File: src/rtl/raycast_core_arbiter.sv
// raycast_core_arbiter
//   Round-robin arbiter sharing one Wishbone classic read port among N
//   ray-casting cores. One transaction at a time: IDLE -> ISSUE -> RELEASE.
//   A watchdog forces an error if the downstream stays silent too long.
//
// Ports
//   wb_clk, wb_rst       clock, asynchronous active-high reset
//   core_en_i            per-core enable mask (disabled cores never granted)
//   rq_cyc_i, rq_stb_i   per-core Wishbone cyc/stb
//   rq_adr_i             packed core addresses, core k at [k*AW +: AW]
//   rq_dat_o             packed read data, held until that core's next completion
//   rq_ack_o, rq_err_o   per-core one-cycle ack/err pulses (RELEASE only)
//   m_wb_*               shared master port toward the cache/memory
//   grant_o              one-hot grant, zero when idle
//   busy_o               high in ISSUE or RELEASE
module raycast_core_arbiter #(
  parameter int N       = 4,
  parameter int AW      = 32,
  parameter int DW      = 32,
  parameter int TO_W    = 8,
  parameter int TIMEOUT = 200
) (
  input  logic            wb_clk,
  input  logic            wb_rst,
  input  logic [N-1:0]    core_en_i,
  input  logic [N-1:0]    rq_cyc_i,
  input  logic [N-1:0]    rq_stb_i,
  input  logic [N*AW-1:0] rq_adr_i,
  output logic [N*DW-1:0] rq_dat_o,
  output logic [N-1:0]    rq_ack_o,
  output logic [N-1:0]    rq_err_o,
  output logic [AW-1:0]   m_wb_adr_o,
  output logic            m_wb_cyc_o,
  output logic            m_wb_stb_o,
  input  logic [DW-1:0]   m_wb_dat_i,
  input  logic            m_wb_ack_i,
  input  logic            m_wb_err_i,
  output logic [N-1:0]    grant_o,
  output logic            busy_o
);

  localparam int IW = (N > 1) ? $clog2(N) : 1;
  localparam logic [IW-1:0]   LAST_RST = IW'(N - 1);
  localparam logic [TO_W-1:0] TO_LAST  = TO_W'((TIMEOUT > 0) ? TIMEOUT - 1 : 0);

  typedef enum logic [1:0] {
    IDLE,
    ISSUE,
    RELEASE
  } state_t;

  state_t          state;
  logic [IW-1:0]   last;
  logic [IW-1:0]   gidx;
  logic [TO_W-1:0] tmr;
  logic [N-1:0]    ack_reg;
  logic [N-1:0]    err_reg;

  logic [N-1:0]    req;
  logic            pick_ok;
  logic [IW-1:0]   pick_idx;
  logic [IW-1:0]   cand;
  logic            timeout_hit;
  logic            abort;
  logic            done;

  assign req = rq_cyc_i & rq_stb_i & core_en_i;

  // Scan upward from the core after the last one served, wrapping.
  always_comb begin
    pick_ok  = 1'b0;
    pick_idx = '0;
    cand     = '0;
    for (int unsigned i = 1; i <= N; i++) begin
      cand = IW'((32'(last) + i) % N);
      if (!pick_ok && req[cand]) begin
        pick_ok  = 1'b1;
        pick_idx = cand;
      end
    end
  end

  assign timeout_hit = (TIMEOUT != 0) && (tmr == TO_LAST);
  assign abort       = !rq_cyc_i[gidx];
  assign done        = abort || m_wb_err_i || m_wb_ack_i || timeout_hit;

  always_ff @(posedge wb_clk or posedge wb_rst) begin
    if (wb_rst) begin
      state      <= IDLE;
      last       <= LAST_RST;
      gidx       <= '0;
      tmr        <= '0;
      ack_reg    <= '0;
      err_reg    <= '0;
      grant_o    <= '0;
      m_wb_adr_o <= '0;
      m_wb_cyc_o <= 1'b0;
      m_wb_stb_o <= 1'b0;
      rq_dat_o   <= '0;
    end else begin
      case (state)
        IDLE: begin
          if (pick_ok) begin
            grant_o    <= N'(1) << pick_idx;
            gidx       <= pick_idx;
            m_wb_adr_o <= rq_adr_i[int'(pick_idx)*AW +: AW];
            m_wb_cyc_o <= 1'b1;
            m_wb_stb_o <= 1'b1;
            tmr        <= '0;
            state      <= ISSUE;
          end
        end

        ISSUE: begin
          if (done) begin
            m_wb_cyc_o <= 1'b0;
            m_wb_stb_o <= 1'b0;
            last       <= gidx;
            state      <= RELEASE;
          end else begin
            tmr <= tmr + 1'b1;
          end
          // An aborting core gets nothing back, even if the slave answers in
          // the same cycle; otherwise err beats ack, and both beat the watchdog.
          if (abort) begin
            ack_reg <= '0;
          end else if (m_wb_err_i) begin
            err_reg <= grant_o;
          end else if (m_wb_ack_i) begin
            ack_reg <= grant_o;
            rq_dat_o[int'(gidx)*DW +: DW] <= m_wb_dat_i;
          end else if (timeout_hit) begin
            err_reg <= grant_o;
          end
        end

        RELEASE: begin
          ack_reg <= '0;
          err_reg <= '0;
          grant_o <= '0;
          state   <= IDLE;
        end

        default: state <= IDLE;
      endcase
    end
  end

  assign rq_ack_o = ack_reg & rq_cyc_i;
  assign rq_err_o = err_reg & rq_cyc_i;
  assign busy_o   = (state != IDLE);

endmodule

File: config.mk
export PLATFORM = sky130hd
export DESIGN_NAME = raycast_core_arbiter
export DESIGN_NICKNAME = d
export VERILOG_FILES = /design/src/rtl/raycast_core_arbiter.sv
export SDC_FILE = /design/constraint.sdc
export NUM_CORES = 1
export LEC_CHECK = 0
export ABC_AREA = 0
export BUFFER_PORTS_ARGS = -buffer_cell sky130_fd_sc_hd__buf_2
export CAP_MARGIN = 5
export CELL_PAD_IN_SITES_DETAIL_PLACEMENT = 0
export CELL_PAD_IN_SITES_GLOBAL_PLACEMENT = 1
export CORE_MARGIN = 2
export CORE_UTILIZATION = 38
export DETAILED_ROUTE_END_ITERATION = 10
export PLACE_DENSITY = 0.95
export SLEW_MARGIN = 20
export SYNTH_ARGS = -nofsm -noshare
export SYNTH_HDL_FRONTEND = slang
export SYNTH_SLANG_ARGS = --single-unit
File: constraint.sdc
create_clock -name wb_clk -period 9.3 [get_ports wb_clk]
set_input_delay 0.93 -clock wb_clk [delete_from_list [all_inputs] [get_ports wb_clk]]
set_output_delay 0.93 -clock wb_clk [all_outputs]
set_load 0.005 [all_outputs]
## Yosys cells after proc, flatten, opt, wreduce, memory -nomap -nowiden

Cells that the tools add are included.

| word-level totals | value |
|---|---|
| bits in registers | 187 |
| input bits | 176 |
| output and inout bits | 175 |
| word-level logic and storage cells | 104 |

| cells by class | value |
|---|---|
| add/sub/neg operators | 6 |
| order comparisons | 5 |
| equality and inequality tests | 11 |
| shift operators | 4 |
| mux-type cells | 39 |
| bitwise logic cells | 5 |
| reductions and logical operators | 24 |

Operators by type and width:

| cell | count |
|---|---|
| $bwmux W128 | 1 |
| $shift A32 B33 Y128 const A | 1 |
| $shiftx A128 B8 Y32 | 1 |
| $shiftx A32 B33 Y128 | 1 |
| $neg A7 Y33 | 1 |
| $mux W4 | 8 |
| $pmux W4 S2 | 3 |
| $and A4 B4 Y4 | 4 |
| $mux W8 | 2 |
| $pmux W8 S2 | 1 |
| $lt A2 B3 Y1 const B | 5 |
| $mux W2 | 6 |
| $ne A3 B3 Y1 const B | 4 |
| $mux W1 | 11 |
| $bmux W1 S2 | 5 |
| $reduce_and A3 Y1 | 3 |
| $add A8 B1 Y8 const B | 1 |
| $eq A8 B8 Y1 const B | 1 |
| $ne A2 B2 Y1 const B | 4 |
| $reduce_and A2 Y1 | 4 |
| $reduce_and A4 Y1 | 2 |
| $reduce_bool A2 Y1 | 4 |
| $add A2 B1 Y2 const B | 2 |
| $add A2 B2 Y2 const B | 2 |
| 10 further kinds | 17 |

## Depth between registers and ports, before layout

Gate-level depths: netlist of run 1.

| logic depth | value |
|---|---|
| word-level depth | 17 |
| depth in mapped cells | 9 |
| gate-level depth less buffers | 6 |

## Least setup slack after synthesis of run 1

OpenSTA, ideal clock, no wires.

| timing | value |
|---|---|
| kind | input port to flip-flop |
| from | input port core_en_i[1] |
| to | register m_wb_adr_o[1] |
| library setup time | 0.138 ns |
| data arrival time | 2.229 ns |
| data required time | 9.162 ns |
| setup slack | 6.933 ns |
| cell stages on the path | 9 |
| buffers on the path | 4 |
| path through | and3_1 buf_6 a32oi_1 o211a_1 buf_4 buf_8 buf_8 mux2i_1 o221ai_1 |

| on the way | value |
|---|---|
| cells in the longest elaborated chain, start to end | 14 |
| elaborated cells between the ends (all ways) | 25 |
| those cells by class | shift (1); mux (16); bitwise (1); reduce/logical (7) |

Ends and longest elaborated chain:

| item | line | text |
|---|---|---|
| start: declaration | 25 | `input logic [N-1:0] core_en_i,` |
| $and A4 B4 Y4 (*) | 67 | `assign req = rq_cyc_i & rq_stb_i & core_en_i;` |
| $bmux W1 S2 | 76 | `if (!pick_ok && req[cand]) begin` |
| $mux W1 (not written as such) | 76 |  |
| $mux W1 | 76 |  |
| $logic_not A1 Y1 | 76 |  |
| $logic_and A1 B1 Y1 | 76 |  |
| $mux W1 | 76 |  |
| $logic_not A1 Y1 | 76 |  |
| $logic_and A1 B1 Y1 | 76 |  |
| $mux W1 | 76 |  |
| $logic_not A1 Y1 | 76 |  |
| $logic_and A1 B1 Y1 | 76 |  |
| $mux W2 / $mux W1 (equally long branches) | 76 |  |
| $shiftx A128 B8 Y32 / $reduce_and A2 Y1 (equally long branches) | n/a |  |
| end signal: assignment | 106 | `m_wb_adr_o <= rq_adr_i[int'(pick_idx)*AW +: AW];` |
| end: declaration | 32 | `output logic [AW-1:0] m_wb_adr_o,` |

Every way passes the cells marked *; elsewhere a longest branch is shown, timed or not. The select of a mux whose other input is x is not followed.
A chain may end at the register's enable or synchronous reset.

## Final worst setup path of run 1

| timing | value |
|---|---|
| from | input port rq_cyc_i[1] |
| to | register m_wb_adr_o[8] |

| on the way | value |
|---|---|
| cells in the longest elaborated chain, start to end | 15 |
| elaborated cells between the ends (all ways) | 26 |
| those cells by class | shift (1); mux (16); bitwise (2); reduce/logical (7) |

Ends and longest elaborated chain:

| item | line | text |
|---|---|---|
| start: declaration | 26 | `input logic [N-1:0] rq_cyc_i,` |
| $and A4 B4 Y4 (*) (2 in a row) | 67 |  |
| $bmux W1 S2 | 76 |  |
| $mux W1 (not written as such) | 76 |  |
| $mux W1 | 76 |  |
| $logic_not A1 Y1 | 76 |  |
| $logic_and A1 B1 Y1 | 76 |  |
| $mux W1 | 76 |  |
| $logic_not A1 Y1 | 76 |  |
| $logic_and A1 B1 Y1 | 76 |  |
| $mux W1 | 76 |  |
| $logic_not A1 Y1 | 76 |  |
| $logic_and A1 B1 Y1 | 76 |  |
| $mux W2 / $mux W1 (equally long branches) | 76 |  |
| $shiftx A128 B8 Y32 / $reduce_and A2 Y1 (equally long branches) | n/a |  |

Marked as above.

==> impl_metrics.py, run 1 <==
metrics = {
    "finish": {
        "largestRegisters": "rq_dat_o x128, m_wb_adr_o x32, tmr x8",
        "largest_reg_flops": 128,
        "layoutNonFillerInstCount": 1514,
        "area_delta_synth_final_pct": 27.4,
        "multi_input_area_um2": 3530,
        "seqCellArea_um2": 4680,
        "fill_cells": 2132,
        "largest_register": "rq_dat_o",
        "layout.nets": 1395,
        "drive_gt1_share_pct": 33.2,
    },
    "clock_network": {
        "postCtsHoldBufs": 0,
        "root_buffer": "clkbuf_16",
        "clk-insertion-delay-late_ns": 0.43,
        "clk_pin_slew_ns": 0.07,
        "cts.repair.resized": 0,
        "htreeDepth": 4,
        "cts_made_buffers": 17,
        "cts_tree": "built",
        "clkSinkCount": 187,
        "clockBufferDepth": 2,
        "cts_setup_buffers": 0,
    },
    "sta": {
        "clock_skew_ns": 0.0104,
        "fmaxAchievable_mhz": 345,
        "rsz0062_at_grt": "no",
        "hold_viol": 0,
        "finalSetupTns_ns": 0,
        "drv_slew": 0,
        "max_slew.worst_pin.slew_ns": 1.06,
        "period_needed_ns": 2.90,
        "post-route-period-util_pct": 31.1,
        "fin_ws_ns": 6.40,
        "max_slew_margin_pct": 29.5,
        "setup_viol": 0,
    },
    "synth": {
        "netlist_instances": 897,
        "postSynthAreaPerCell_um2": 9.65,
        "synth_nets": 1079,
        "postSynth.asyncResetShare_pct": 100,
        "synth.area.top_cells": "dfrtp_1 (53%), nand2_1 (14%), mux2i_1 (8.0%), o21ai_0 (7.7%), o221ai_1 (3.2%)",
        "synth_top_area_share_pct": 53.5,
        "ys_ff_latch": 187,
        "synth_warnings": 0,
        "synth_area_um2": 8660,
        "synth_edf_count": 0,
        "yosys.area.top_type": "dfrtp_1",
        "synth_cell_types": 44,
        "yosysSeqAreaShare_pct": 54.1,
        "synthFlopType": "dfrtp_1",
    },
    "pwr": {
        "p_switching_mw": 0.931,
        "ir_drop_v": 0.000118,
        "p_per_area_nw_per_um2": 236,
        "leakage_nw": 5.53,
        "share_seq_of_total_power_pct": 42.0,
        "swShare_pct": 35.7,
        "intPower_mw": 1.67,
        "clkPwrFrac_pct": 28.7,
        "p_comb_share_pct": 29.3,
    },
    "detailed_routing": {
        "vias_per_cell": 5.12,
        "drc": 0,
        "wl_mm": 25.9,
        "vias": 7757,
        "wl_per_cell_um": 17.1,
        "ant_nets": 0,
        "dr.first_iter.drc_count": 556,
        "first_pass_iters": 5,
    },
    "grt": {
        "grt_max_degree": 122,
        "antenna_found_initial": 3,
        "gr-usage-all-layers_pct": 21.6,
        "overflow": 0,
        "grt_pass1_wl_mm": 41.3,
        "grt_pass1_vias": 7724,
    },
    "hold_path": {
        "hold_path.class": "reg -> reg",
    },
    "setup_path": {
        "path_cells": "buf_2, and3_1, a32oi_1, o211a_4, buf_4, mux2i_1, o221ai_1",
        "crit_path_end_kind": "flop",
        "cp.required_ns": 9.56,
        "crit_arrival_ns": 3.15,
        "cp_max_fo": 64,
        "slowest_delay_ns": 0.76,
        "crit_slowest_cell": "buf_4",
        "worstSetupStartpointType": "input port",
        "worstSetupPathType": "in -> reg",
        "worst-path-buf-inv": 2,
        "crit_family": "buffers and inverters",
    },
    "placement": {
        "place_hpwl_mm": 18.3,
        "dp_cells": 1479,
        "port_buffers": 350,
        "place.gp.congestion": 0.894,
        "pre_cts_ws_ns": 5.72,
    },
    "die": {
        "die_x_um": 155,
        "core_area_um2": 22500,
        "rows": 55,
        "initial_utilization_pct": 38.5,
        "die_y_um": 155,
        "die_area_um2": 24000,
        "io_pins": 351,
    },
    "job": {
        "cap_violations": 0,
    },
    "status": {
        "status": "completed",
    },
}
==> layout make-up <==
cell class	count	share of cell area, %
tap	285	3.23
antenna	3	0.0681
clock buffer	17	3.86
inverter	9	0.374
clock inverter	15	1.63
timing repair buffer	357	16.4
sequential	187	42.5
multi-input combinational	641	32.0
==> worst paths after layout <==
check,from,end,slack [ns],cells past startpoint
min in group asynchronous,wb_rst,ack_reg[0]$_DFFE_PP0P_,0.66,2
hold reg to reg,rq_dat_o[123]$_DFFE_PP0P_,rq_dat_o[123]$_DFFE_PP0P_,0.48,2
max in group asynchronous,wb_rst,rq_dat_o[27]$_DFFE_PP0P_,7.16,3
setup reg to reg,last[1]$_DFFE_PP1P_,m_wb_adr_o[8]$_DFFE_PP0P_,6.53,6
setup / recovery,rq_cyc_i[1],m_wb_adr_o[8]$_DFFE_PP0P_,6.40,7
hold / removal,rq_dat_o[123]$_DFFE_PP0P_,rq_dat_o[123]$_DFFE_PP0P_,0.48,2
==> cells in the final DEF, fill, tap and decap left out, types with 5 or more instances in the layout <==
| cell | instances |
|---|---|
| dfrtp_1 | 185 |
| buf_4 | 7 |
| clkbuf_16 | 17 |
| and3_1 | 6 |
| o21ai_1 | 5 |
| and2_1 | 8 |
| xor2_1 | 6 |
| nor2_1 | 13 |
| inv_8 | 5 |
| o221ai_1 | 32 |
| buf_2 | 350 |
| inv_1 | 8 |
| ha_1 | 6 |
| nand3_1 | 11 |
| o21ai_0 | 134 |
| mux2i_1 | 69 |
| nand2_1 | 310 |
==> power by group through the flow <==
stage          Sequential [mW]  Combinational, mW  Clock [mW]
2_1_floorplan             1.10              0.425           0
3_3_place_gp              1.10              0.751           0
3_5_place_dp              1.10              0.771           0
4_1_cts                   1.09              0.771       0.768
5_1_grt                   1.12              0.859       0.802
6_report                  1.09              0.762       0.747
==> tightest hold or removal path, delay by kind of cell (launching register included) <==
kind	cells	cell delay, ns
simple gates	1	0.04
compound gates	1	0.06
flops	1	0.34
==> synth_stat cells, types with 7 or more instances <==
cell type / count
mux2i_1: 69
dfrtp_1: 185
inv_1: 9
nand3_1: 11
nor2_1: 13
buf_4: 7
and2_1: 8
clkbuf_1: 15
buf_2: 13
buf_6: 20
o221ai_1: 32
nand2_1: 312
o21ai_0: 134
==> stage by stage <==
stage	hold WS, ns	instance area [um^2]	total power [mW]	utilization [%]
after global routing	0.503	11000	2.78	49.0
after CTS	0.482	11000	2.63	49.0
final	0.475	11000	2.60	49.0
after global placement	0.456	10400	1.85	46.3
after detailed placement	0.465	10400	1.87	46.3
after floorplan	0.442	8660	1.52	-
==> metal layers <==
layer / part of all wire (%) / GRT usage (%) / up-vias
met1: 43 / 27.9 / 3738
met4: 2.3 / 7.98 / 0
met2: 49 / 36.2 / 295
met5: 0 / 0 / -
met3: 5.9 / 4.18 / 36
li1: - / - / 3688
==> kinds of logic (layout without fill, tap and decap cells) <==
logic type               count (synthesis)  in the layout  synth area share, %
AO/OA/AOI/OAI                          184            184                 12.5
AND/OR/NAND/NOR                        375            375                 18.2
adder cells (fa/ha/maj)                  6              6                0.867
XOR/XNOR                                 6              6                0.607
buffers and inverters                   69            398                 5.52
other                                    0              3                    0
multiplexers                            70             70                 8.24
flip-flops                             187            187                 54.1
No activity file was read; power rests on OpenSTA's default activity.
==> run 2: changes to the inputs <==
--- a/config.mk
+++ b/config.mk
@@ -11,9 +11,9 @@
 export CELL_PAD_IN_SITES_DETAIL_PLACEMENT = 0
 export CELL_PAD_IN_SITES_GLOBAL_PLACEMENT = 1
 export CORE_MARGIN = 2
-export CORE_UTILIZATION = 38
+export CORE_UTILIZATION = 32
 export DETAILED_ROUTE_END_ITERATION = 10
-export PLACE_DENSITY = 0.95
+export PLACE_DENSITY = 0.87
 export SLEW_MARGIN = 20
 export SYNTH_ARGS = -nofsm -noshare
 export SYNTH_HDL_FRONTEND = slang
==> constraint.sdc (replaced) <==
create_clock -name wb_clk -period 2.5 [get_ports wb_clk]
set_input_delay 0.25 -clock wb_clk [delete_from_list [all_inputs] [get_ports wb_clk]]
set_output_delay 0.25 -clock wb_clk [all_outputs]
set_load 0.005 [all_outputs]
==> impl_metrics.py, run 2 (synthesis results as in run 1) <==
metrics = {
    "status": {
        "status": "completed",
    },
    "clock_network": {
        "htreeDepth": 4,
        "clockBufferDepth": 2,
        "cts_tree": "built",
        "root_buffer": "clkbuf_16",
        "clk_pin_slew_ns": 0.08,
        "cts_made_buffers": 17,
        "cts_setup_buffers": 0,
        "clkSinkCount": 187,
        "clk-insertion-delay-late_ns": 0.42,
    },
    "grt": {
        "grt_pass1_vias": 7652,
        "gr-usage-all-layers_pct": 19.1,
        "overflow": 0,
        "antenna_found_initial": 3,
        "grt_pass1_wl_mm": 42.7,
        "grt_max_degree": 78,
    },
    "die": {
        "die_area_um2": 28400,
        "die_x_um": 168,
        "die_y_um": 168,
        "io_pins": 351,
        "rows": 60,
        "core_area_um2": 26700,
        "initial_utilization_pct": 32.4,
    },
    "setup_path": {
        "crit_arrival_ns": 2.44,
        "cp.required_ns": 2.78,
        "crit_path_end_kind": "flop",
        "slowest_delay_ns": 0.59,
        "cp-startpoint": "last[1]$_DFFE_PP1P_",
        "worstSetupStartpointType": "flop",
        "path_cells": "nand4_1, a32oi_1, o211a_4, buf_12, mux2i_1, o221ai_1",
        "critical_path.endpoint": "m_wb_adr_o[25]$_DFFE_PP0P_",
        "regToRegSetupSlack_ns": 0.33,
        "reg2reg_from": "last[1]$_DFFE_PP1P_",
        "worstSetupPathType": "reg -> reg",
        "cp_max_fo": 20,
        "r2r_cells": 6,
        "crit_slowest_cell": "dfstp_2",
        "r2r-end": "m_wb_adr_o[25]$_DFFE_PP0P_",
    },
    "detailed_routing": {
        "drc": 0,
        "ant_nets": 0,
        "dr.first_iter.drc_count": 573,
        "wl_mm": 27.3,
        "vias_per_cell": 4.93,
        "wl_per_cell_um": 17.2,
        "vias": 7819,
        "first_pass_iters": 5,
    },
    "sta": {
        "hold_viol": 0,
        "post-route-period-util_pct": 86.7,
        "drv_slew": 0,
        "clock_skew_ns": 0.0150,
        "max_slew_margin_pct": 63.0,
        "fmaxAchievable_mhz": 461,
        "max_slew.worst_pin.slew_ns": 0.555,
        "rsz0062_at_grt": "no",
        "period_needed_ns": 2.17,
        "whs_ns": 0.0931,
        "setup_viol": 0,
    },
    "finish": {
        "layout.nets": 1412,
        "drive_gt1_share_pct": 33.9,
        "largest_register": "rq_dat_o",
        "layoutNonFillerInstCount": 1586,
        "largestRegisters": "rq_dat_o x128, m_wb_adr_o x32, tmr x8",
        "area_delta_synth_final_pct": 31.3,
        "largest_reg_flops": 128,
        "final_common_cell": "buf_2",
        "final_cell_mix": "buf_2 (350), nand2_1 (312), dfrtp_1 (185), o21ai_0 (134), mux2i_1 (69)",
    },
    "job": {
        "cap_violations": 0,
    },
    "placement": {
        "dp_cells": 1551,
        "place.gp.congestion": 0.837,
        "port_buffers": 350,
        "place_hpwl_mm": 20.1,
    },
    "pwr": {
        "p_per_area_nw_per_um2": 868,
        "ir_drop_v": 0.000640,
        "leakage_nw": 5.67,
    },
    "hold_path": {
        "hold_path.class": "in -> reg",
    },
}
run 2: power by group:
group	switching (mW)	total (mW)	internal (mW)
Sequential	0.422	4.07	3.64
Combinational	1.75	2.98	1.22
Clock	1.36	2.82	1.46
run 2: stage by stage:
step	instance area [um^2]	worst slack (ns)	util, %	power [mW]	TNS [ns]
after floorplan	8660	-0.155	-	5.66	-28.65
after global placement	10700	0.439	40.2	7.02	0
after detailed placement	10700	0.339	40.2	7.11	0
after CTS	11400	0.317	42.5	9.97	0
after global routing	11400	0.178	42.5	10.5	0
final	11400	0.332	42.5	9.87	0
run 2: worst min path at each step:
stage / depth (start not counted) / slack (ns) / endpoint / from
6_report: 3 / 0.09 / rq_dat_o[81]$_DFFE_PP0P_ / m_wb_dat_i[17]
5_1_grt: 3 / 0.08 / rq_dat_o[79]$_DFFE_PP0P_ / m_wb_dat_i[15]
4_1_cts: 3 / 0.08 / rq_dat_o[5]$_DFFE_PP0P_ / m_wb_dat_i[5]
3_5_place_dp: 2 / 0.24 / rq_dat_o[29]$_DFFE_PP0P_ / wb_rst
3_3_place_gp: 2 / 0.23 / rq_dat_o[29]$_DFFE_PP0P_ / wb_rst
2_1_floorplan: 2 / 0.38 / rq_dat_o[10]$_DFFE_PP0P_ / m_wb_dat_i[10]
run 2: critical path, delay by kind of cell, from the launching register on:
kind | cells | cell delay [ns]
simple gates | 1 | 0.13
mux | 1 | 0.22
compound gates | 3 | 0.83
buf+inv | 1 | 0.24
flops | 1 | 0.59
run 2: area by class of cell:
cell class,instances,area (um^2)
Clock inverter,14,179
Clock buffer,18,439
Sequential cell,187,4680
Antenna cell,2,5.00
Timing Repair Buffer,374,2070
Fill cell,2661,15400
Tap cell,341,427
Inverter,9,37.5
Multi-Input combinational cell,641,3530
run 2: per-layer routing:
layer / share of wire (%) / up-vias / track usage [%]
li1: - / 3711 / -
met1: 42 / 3733 / 24.3
met2: 49 / 336 / 32.4
met3: 6.6 / 39 / 4.00
met4: 2.8 / 0 / 6.41
met5: 0 / - / 0
run 2: timing repair:
item | in CTS | in global routing
endpoints found under the hold margin | 7 | 0
gates resized for setup | 0 | 0
hold buffers | 1 | 0
